===== config.mk =====
export PLATFORM = sky130hd
export DESIGN_NAME = program_executor
export DESIGN_NICKNAME = d
export VERILOG_FILES = /design/src/rtl/program_executor.sv
export SDC_FILE = /design/constraint.sdc
export NUM_CORES = 1
export LEC_CHECK = 0
export BUFFER_PORTS_ARGS = -buffer_cell sky130_fd_sc_hd__clkbuf_2
export CAP_MARGIN = 20
export CORE_AREA = 2 2 172 174
export CTS_BUF_LIST = sky130_fd_sc_hd__clkbuf_4 sky130_fd_sc_hd__clkbuf_8
export DETAILED_ROUTE_END_ITERATION = 6
export DIE_AREA = 0 0 174 176
export HOLD_SLACK_MARGIN = 0.15
export PLACE_DENSITY = 0.59
export SLEW_MARGIN = 20
export SYNTH_ARGS = -nofsm -noshare
export SYNTH_HDL_FRONTEND = slang
export SYNTH_SLANG_ARGS = --single-unit

===== constraint.sdc =====
create_clock -name clk -period 4.33 [get_ports clk]
set_input_delay 0.866 -clock clk [delete_from_list [all_inputs] [get_ports clk]]
set_output_delay 0.866 -clock clk [all_outputs]
set_load 0.02 [all_outputs]

===== src/rtl/program_executor.sv =====
// program_executor: execute/control stage for the 3-bit-instruction machine.
// Owns the instruction pointer, drives fetch (instr_ptr/halt_if), executes the
// registered opcode/operand against A/B/C and streams 3-bit values out over
// valid/ready. Optional retired-instruction watchdog: define
// PROGRAM_EXECUTOR_WATCHDOG_EN (limit set by MAX_STEPS).
module program_executor #(
  parameter int unsigned REG_W     = 32,
  parameter int unsigned PROG_LEN  = 16,
  parameter int unsigned MAX_STEPS = 1024
) (
  input  logic             clk,
  input  logic             rst_n,
  input  logic             start,
  input  logic [REG_W-1:0] a_init,
  input  logic [REG_W-1:0] b_init,
  input  logic [REG_W-1:0] c_init,
  input  logic [2:0]       opcode,
  input  logic [2:0]       operand,
  output logic [3:0]       instr_ptr,
  output logic             halt_if,
  output logic [2:0]       out_data,
  output logic             out_valid,
  input  logic             out_ready,
  output logic             done,
  output logic             err,
  output logic [REG_W-1:0] reg_a,
  output logic [REG_W-1:0] reg_b,
  output logic [REG_W-1:0] reg_c
);

  localparam logic [4:0] PROG_END = 5'(PROG_LEN);

  typedef enum logic [1:0] {S_IDLE, S_FETCH, S_EXEC, S_DONE} state_t;

  state_t           state, state_nx;
  logic [4:0]       ip, ip_nx, ip_seq;
  logic [REG_W-1:0] a_q, b_q, c_q, a_nx, b_nx, c_nx;
  logic             err_q, err_nx;
  logic [REG_W-1:0] combo;
  logic             uses_combo, combo_bad, stall, load;

`ifdef PROGRAM_EXECUTOR_WATCHDOG_EN
  localparam int unsigned        STEP_W    = $clog2(MAX_STEPS + 1);
  localparam logic [STEP_W-1:0]  STEP_LAST = STEP_W'(MAX_STEPS - 1);
  logic [STEP_W-1:0] steps;
`endif

  assign ip_seq     = ip + 5'd2;
  assign uses_combo = opcode inside {3'd0, 3'd2, 3'd5, 3'd6, 3'd7};
  assign combo_bad  = uses_combo && (operand == 3'd7);
  assign stall      = (state == S_EXEC) && (opcode == 3'd5) && !combo_bad && !out_ready;
  assign load       = start && ((state == S_IDLE) || (state == S_DONE));

  // Combo operand decode: literals 0..3, registers for 4..6 (7 flagged via combo_bad)
  always_comb begin
    combo = '0;
    case (operand)
      3'd4:    combo = a_q;
      3'd5:    combo = b_q;
      3'd6:    combo = c_q;
      default: combo = REG_W'(operand);
    endcase
  end

  // Next-state, execute and fetch-control decode
  always_comb begin
    state_nx  = state;
    ip_nx     = ip;
    a_nx      = a_q;
    b_nx      = b_q;
    c_nx      = c_q;
    err_nx    = err_q;
    halt_if   = 1'b1;
    out_valid = 1'b0;
    case (state)
      S_IDLE, S_DONE: begin
        if (start) begin
          a_nx     = a_init;
          b_nx     = b_init;
          c_nx     = c_init;
          ip_nx    = '0;
          err_nx   = 1'b0;
          state_nx = S_FETCH;
        end
      end
      S_FETCH: begin
        halt_if  = 1'b0;
        state_nx = S_EXEC;
      end
      S_EXEC: begin
        if (combo_bad) begin
          err_nx   = 1'b1;
          state_nx = S_DONE;
        end else if (stall) begin
          out_valid = 1'b1;
        end else begin
          state_nx = S_FETCH;
          ip_nx    = ip_seq;
          // Right shifts by >= REG_W already yield zero in SV semantics.
          case (opcode)
            3'd0: a_nx = a_q >> combo;
            3'd1: b_nx = b_q ^ REG_W'(operand);
            3'd2: b_nx = REG_W'(combo[2:0]);
            3'd3: begin
              if (a_q != '0) begin
                if (operand[0]) begin
                  err_nx   = 1'b1;
                  state_nx = S_DONE;
                  ip_nx    = ip;
                end else begin
                  ip_nx = {2'b00, operand};
                end
              end
            end
            3'd4: b_nx = b_q ^ c_q;
            3'd5: out_valid = 1'b1;
            3'd6: b_nx = a_q >> combo;
            3'd7: c_nx = a_q >> combo;
          endcase
          if ((state_nx == S_FETCH) && (ip_nx >= PROG_END)) state_nx = S_DONE;
`ifdef PROGRAM_EXECUTOR_WATCHDOG_EN
          if (steps == STEP_LAST) begin
            err_nx   = 1'b1;
            state_nx = S_DONE;
          end
`endif
        end
      end
      default: state_nx = S_IDLE;
    endcase
  end

  // Architectural state register
  always_ff @(posedge clk or negedge rst_n) begin
    if (!rst_n) begin
      state <= S_IDLE;
      ip    <= '0;
      a_q   <= '0;
      b_q   <= '0;
      c_q   <= '0;
      err_q <= 1'b0;
    end else begin
      state <= state_nx;
      ip    <= ip_nx;
      a_q   <= a_nx;
      b_q   <= b_nx;
      c_q   <= c_nx;
      err_q <= err_nx;
    end
  end

`ifdef PROGRAM_EXECUTOR_WATCHDOG_EN
  // Retired-instruction counter: cleared on start, counts every EXEC exit
  always_ff @(posedge clk or negedge rst_n) begin
    if (!rst_n)                          steps <= '0;
    else if (load)                       steps <= '0;
    else if ((state == S_EXEC) && !stall) steps <= steps + STEP_W'(1);
  end
`endif

  assign out_data  = out_valid ? combo[2:0] : 3'd0;
  assign instr_ptr = ip[3:0];
  assign done      = (state == S_DONE);
  assign err       = err_q;
  assign reg_a     = a_q;
  assign reg_b     = b_q;
  assign reg_c     = c_q;

endmodule


After elaboration in Yosys (flattened, before gate mapping)
Index checks and enable logic that the tools add are counted.
{ "totals": {"regBits": 104, "inputBits": 106, "output_inout_bits": 107, "word_cells": 105} }
{ "classes": {"add_sub_neg": 1, "n_lt_le_gt_ge": 1, "eq_ne": 25, "n_shift": 1, "muxes": 50, "n_bitwise": 2, "n_reduce_logical": 19} }
{ "ops": {"columns": ["operator", "n"], "rows": [
  ["32-bit 2-to-1 mux", 11],
  ["32-bit case mux with 2 select lines", 3],
  ["32-bit case mux with 4 select lines", 1],
  ["32-bit case mux with 3 select lines", 1],
  ["5-bit 2-to-1 mux", 9],
  ["32-bit nonzero test", 1],
  ["32-bit by 32-bit right shift with 32-bit output", 1],
  ["32-bit by 3-bit XOR with 32-bit output", 1],
  ["32-bit XOR", 1],
  ["3-bit equality test, second input constant", 8],
  ["2-bit 2-to-1 mux", 10],
  ["5-bit AND reduction", 3],
  ["1-bit 2-to-1 mux", 11],
  ["2-bit inequality test, second input constant", 5],
  ["5-bit case mux with 2 select lines", 1],
  ["3-bit by 2-bit equality test with 1-bit output, second input constant", 2],
  ["3-bit by 2-bit inequality test with 1-bit output, second input constant", 2],
  ["3-bit inequality test, second input constant", 2],
  ["2-bit case mux with 3 select lines", 1],
  ["6-bit AND reduction", 1],
  ["5-bit by 2-bit adder with 5-bit output, second input constant", 1],
  ["5-bit greater-or-equal comparator, second input constant", 1],
  ["1-bit logical AND", 5],
  ["5-bit by 3-bit inequality test with 1-bit output, second input constant", 1],
  ["13 further kinds", 16]
]} }

Logic depth before layout (Yosys ltp)
{ "depth": {"ltp_word": 15, "ltp_mapped": 12, "depth_no_buf": 10} }

Worst setup path before layout
OpenSTA, ideal clock, no wires.
{ "synth_timing": {"path_type": "input port to output port", "startpoint": "in operand[0]", "endpoint": "out out_data[1]", "arrival_ps": 2362, "t_required_ps": 3464, "path_slack_ps": 1102, "cell_stages": 8, "path_buffers": 5, "cell_sequence": "buf_2 > buf_4 > o32ai_1 > or2_1 > buf_2 > buf_2 > buf_2 > nor2_1"} }
{ "synth_via": {"elab_chain_cells": 9, "elab_cells_between_ends": 13, "classes_between": "eq/ne (4); mux (5); reduce/logical (4)"} }
{ "synth_rtl": {"columns": ["item", "line", "text"], "rows": [
  ["from (decl)", "18", "input logic [2:0] operand,"],
  ["3-bit equality test", "50", "assign combo_bad = uses_combo && (operand == 3'd7);"],
  ["1-bit logical AND", "50", null],
  ["1-bit zero test", "51", "assign stall = (state == S_EXEC) && (opcode == 3'd5) && !combo_bad && !out_ready;"],
  ["1-bit logical AND (2 in a row)", "51", null],
  ["1-bit 2-to-1 mux", "94", "end else if (stall) begin"],
  ["1-bit 2-to-1 mux", "91", "if (combo_bad) begin"],
  ["1-bit 2-to-1 mux", "75", "case (state)"],
  ["3-bit 2-to-1 mux (*)", "161", "assign out_data = out_valid ? combo[2:0] : 3'd0;"],
  ["to (decl)", "21", "output logic [2:0] out_data,"]
]} }
Mark *: on every way between the ends. The rest lies on a longest branch, timed or not.

Worst setup path after layout
{ "layout_timing": {"startpoint": "in operand[1]", "endpoint": "reg a_q[5] (netlist: reg_a[5])"} }
{ "layout_via": {"elab_chain_cells": 7, "elab_cells_between_ends": 17, "classes_between": "eq/ne (6); shift (1); mux (5); reduce/logical (5)"} }
{ "layout_rtl": {"columns": ["item", "line", "text"], "rows": [
  ["3-bit equality test (on tied branches)", "57, 50", null],
  ["32-bit case mux with 3 select lines or 1-bit logical AND (tied branches)", "57, 50", null],
  ["32-bit by 32-bit right shift with 32-bit output or 1-bit zero test (tied branches)", "101, 51", null],
  ["32-bit 2-to-1 mux or 1-bit logical AND (tied branches)", "100, 51", null],
  ["32-bit 2-to-1 mux or 1-bit logical AND (tied branches)", "94, 51", null],
  ["32-bit 2-to-1 mux or 2-bit inequality test (tied branches)", null, null],
  ["32-bit case mux with 2 select lines or 5-bit AND reduction (tied branches)", null, null],
  ["to (signal assigned)", "145", "a_q <= a_nx;"],
  ["to (decl)", "37", "logic [REG_W-1:0] a_q, b_q, c_q, a_nx, b_nx, c_nx;"]
]} }
Several ways; a longest one is shown, not always the timed one. The select of a mux whose other input is x is not followed.
A chain may end at the register's enable or synchronous reset.

==> summary.txt <==
Worst setup path
  – CP required: 4590 ps
  – Critical-path maximum fanout: 19
  – Worst setup SP type: input pin
  – Worst setup EP type: flop
  – Crit Path Class: in2reg
  – Reg2Reg Capture Point: reg_c[18]$_DFFE_PN0P_
  – Reg2Reg Setup Slack: 800 ps
  – R2R Path Start: reg_a[31]$_DFFE_PN0P_
  – Critical Path AT: 3990 ps
  – Reg2Reg Depth: 9

STA
  – Unrepaired setup endpoints after global routing: no
  – Final hold violations: 0
  – Fin crit period: 3730 ps
  – F_max: 0.268 GHz
  – Worst-Margin Slew: 915 ps
  – Final slew viol count: 0
  – Fin Setup TNS: 0 ps
  – Final period util: 86.1%
  – Endpoints failing setup: 0
  – Final Skew: 21.6 ps
  – Rel. slew slack: 38.4%
  – Worst hold margin: 347 ps

Placed design
  – Post-DP HPWL: 33,600 um
  – Placed Instances: 1,643
  – Placed cell area: 10,200 um^2
  – I/O Buffers: 212
  – Placer Congestion: 1.01

Cells and area
  – P&R area growth vs syn: 21.6%
  – Final Cell Area: 10,400 um^2
  – Layout cell share with drive strength beyond 1: 26.4%
  – Fin cells: 1,659
  – Diodes inserted: 0
  – Commonest non-fill, non-tap cell in the layout: clkbuf_2
  – Most frequent cells in the layout: 211 x clkbuf_2, 111 x nand2_1, 105 x a21oi_1
  – Final nets: 1,381

Power and ir drop
  – VDD IR max: 0.435 mV
  – Internal power: 3840 uW
  – Sw frac: 57.8%
  – Leak: 0.00454 uW
  – Clock network fraction of design power: 8.0%
  – Flop pwr share: 25.7%
  – P_sw: 5260 uW
  – Pwr Density: 874 nW/um^2
  – Combinational power share: 66.3%

Outcome
  – Outcome: finished clean

Clocking
  – CTS root buf: clkbuf_8
  – Htree depth: 3
  – Post-CTS Setup Bufs: 0
  – Clock sink count: 104
  – Max clock buf depth: 2
  – Hold-fix buffers, CTS: 0
  – CTS Buf Count: 9
  – Clock Latency Late Sink: 410 ps
  – Post-CTS resize count: 0
  – CTS tree: done
  – Clock transition time at the flip-flop clock pins of the worst setup and hold paths: 120 ps

Yosys
  – Largest family of logic cells by synthesized area: compound AO/OA/AOI/OAI gates
  – Synth Flop Type: dfrtp_1
  – Async S/R FF share, synth: 100%
  – Syn avg cell area: 7.99 um^2
  – Syn_nets: 1,182
  – Cells after synthesis: 1,071
  – Post-synthesis adder-cell area fraction: 0.731%
  – Compound-Gate Fraction of Synth Area: 30.0%
  – Xor/xnor share of the synthesized area: 3.38%
  – Sequential element share of the synthesized area: 30.4%
  – Post-synth EDFFs: 0
  – FF+latch count, synth: 104
  – Netlist Area Pre-Place: 8560 um^2
  – Cell variety after synth: 93
  – Post-synthesis mux area share: 7.67%
  – Simple-Gate Fraction of Synth Area: 21.8%
  – Synth warn: 0

Global routing
  – Initial antenna violation count: 0
  – Global Route Usage Sum: 28.0%
  – Largest net degree at the start of global routing: 67
  – Vias in the first global route: 9,646
  – Global-route wire length before repair: 64,300 um
  – Congestion Overflow GR: 0

Drt
  – Met3 WL: 3160 um
  – Avg Vias per Cell: 6.01
  – Top Layer Used: met4
  – Wire length per cell: 26.1 um
  – Antenna viol nets, final: 0
  – Drt first pass iters: 6
  – Wl on met1: 18,200 um
  – Vias: 9,967
  – Residual DRC count: 0
  – Met2 wire len: 19,100 um
  – Total Wirelength: 43,300 um
  – Starting DRT DRC Count: 1,098

Floorplan
  – Core box area: 28,500 um^2
  – Overall die area: 30,600 um^2
  – Die Y: 176 um
  – I/O Pins: 213
  – Die W: 174 um
  – Num rows: 62
  – Starting Density: 30.0%

Worst hold path
  – Hold WC Path Type: in2async

Job
  – Maxcap violations: 0
[through the flow]
| stage | power [uW] | setup WS (ps) | util, % |
|---|---|---|---|
| after floorplan | 5830 | 1100 | - |
| after global placement | 8280 | 233 | 35.7 |
| after detailed placement | 8280 | 225 | 35.7 |
| after CTS | 9020 | 667 | 36.5 |
| after global routing | 9670 | 428 | 36.5 |
| final | 9100 | 603 | 36.5 |
[per-layer routing]
| layer | vias to the layer above | track usage, % |
|---|---|---|
| met5 | - | 0 |
| met4 | 0 | 16.1 |
| met3 | 101 | 4.11 |
| met2 | 544 | 42.7 |
| met1 | 4875 | 37.8 |
| li1 | 4447 | - |
[state kept, by name (all words and copies together), names as in the netlist]
signal	count
reg_a	32
reg_c	32
ip	5
err	1
state	2
reg_b	32
[cells by family (layout without fill, tap and decap cells)]
logic type	count (synthesis)	after routing
mux	61	61
buf+inv	98	302
flops	104	104
compound gates	385	385
xor+xnor	33	33
simple gates	385	385
fa+ha+maj	5	5
[synth_stat cells (10+ instances only)]
| library cell | number | area share, % |
|---|---|---|
| nand2_1 | 111 | 4.9 |
| a21oi_1 | 107 | 6.3 |
| dfrtp_1 | 104 | 30 |
| nor2_1 | 98 | 4.3 |
| nand3_1 | 60 | 3.5 |
| o21ai_0 | 57 | 3.3 |
| mux2i_1 | 54 | 6.3 |
| clkbuf_1 | 44 | 1.9 |
| a31oi_1 | 34 | 2.5 |
| o22ai_1 | 28 | 2.0 |
| xor2_1 | 23 | 2.4 |
| a221oi_1 | 19 | 1.9 |
| and3_1 | 18 | 1.3 |
| nor4_1 | 18 | 1.3 |
| buf_2 | 17 | 0.99 |
| nor3_1 | 16 | 0.94 |
| o21ai_1 | 16 | 0.94 |
| o31ai_1 | 12 | 1.1 |
| inv_1 | 11 | 0.48 |
| xnor2_1 | 10 | 1.0 |
[power groups by stage]
stage | clock network (uW) | registers (uW) | logic, uW
2_1_floorplan | 0 | 2550 | 3290
3_3_place_gp | 0 | 2350 | 5930
3_5_place_dp | 0 | 2350 | 5940
4_1_cts | 734 | 2330 | 5960
5_1_grt | 771 | 2410 | 6490
6_report | 725 | 2340 | 6030
[layout make-up]
type                            instances  area, um^2
Fill cell                            3121       18100
Tap cell                              384         480
Multi-Input combinational cell        869        5470
Inverter                               12        45.0
Sequential cell                       104        2600
Clock inverter                          7        97.6
Timing Repair Buffer                  274        1590
Clock buffer                            9         124
[worst max-delay path: stages]
cell and delay, ps:
clkbuf_2 260, o32ai_1 390, or2_1 690, buf_4 300, mux2i_1 380, o22ai_1 190
o31ai_1 680, o221ai_1 210
[how the worst max path moves through the flow]
stage	startpoint	endpoint	slack, ps	cells past startpoint
after global routing	operand[1]	reg_a[5]$_DFFE_PN0P_	430	8
after detailed placement	operand[1]	reg_a[5]$_DFFE_PN0P_	230	8
final	operand[1]	reg_a[5]$_DFFE_PN0P_	600	8
after floorplan	operand[0]	out_data[1]	1100	8
after global placement	operand[1]	reg_a[5]$_DFFE_PN0P_	230	9
after CTS	operand[1]	reg_a[5]$_DFFE_PN0P_	670	8
Power figures use the tool's default switching activity.
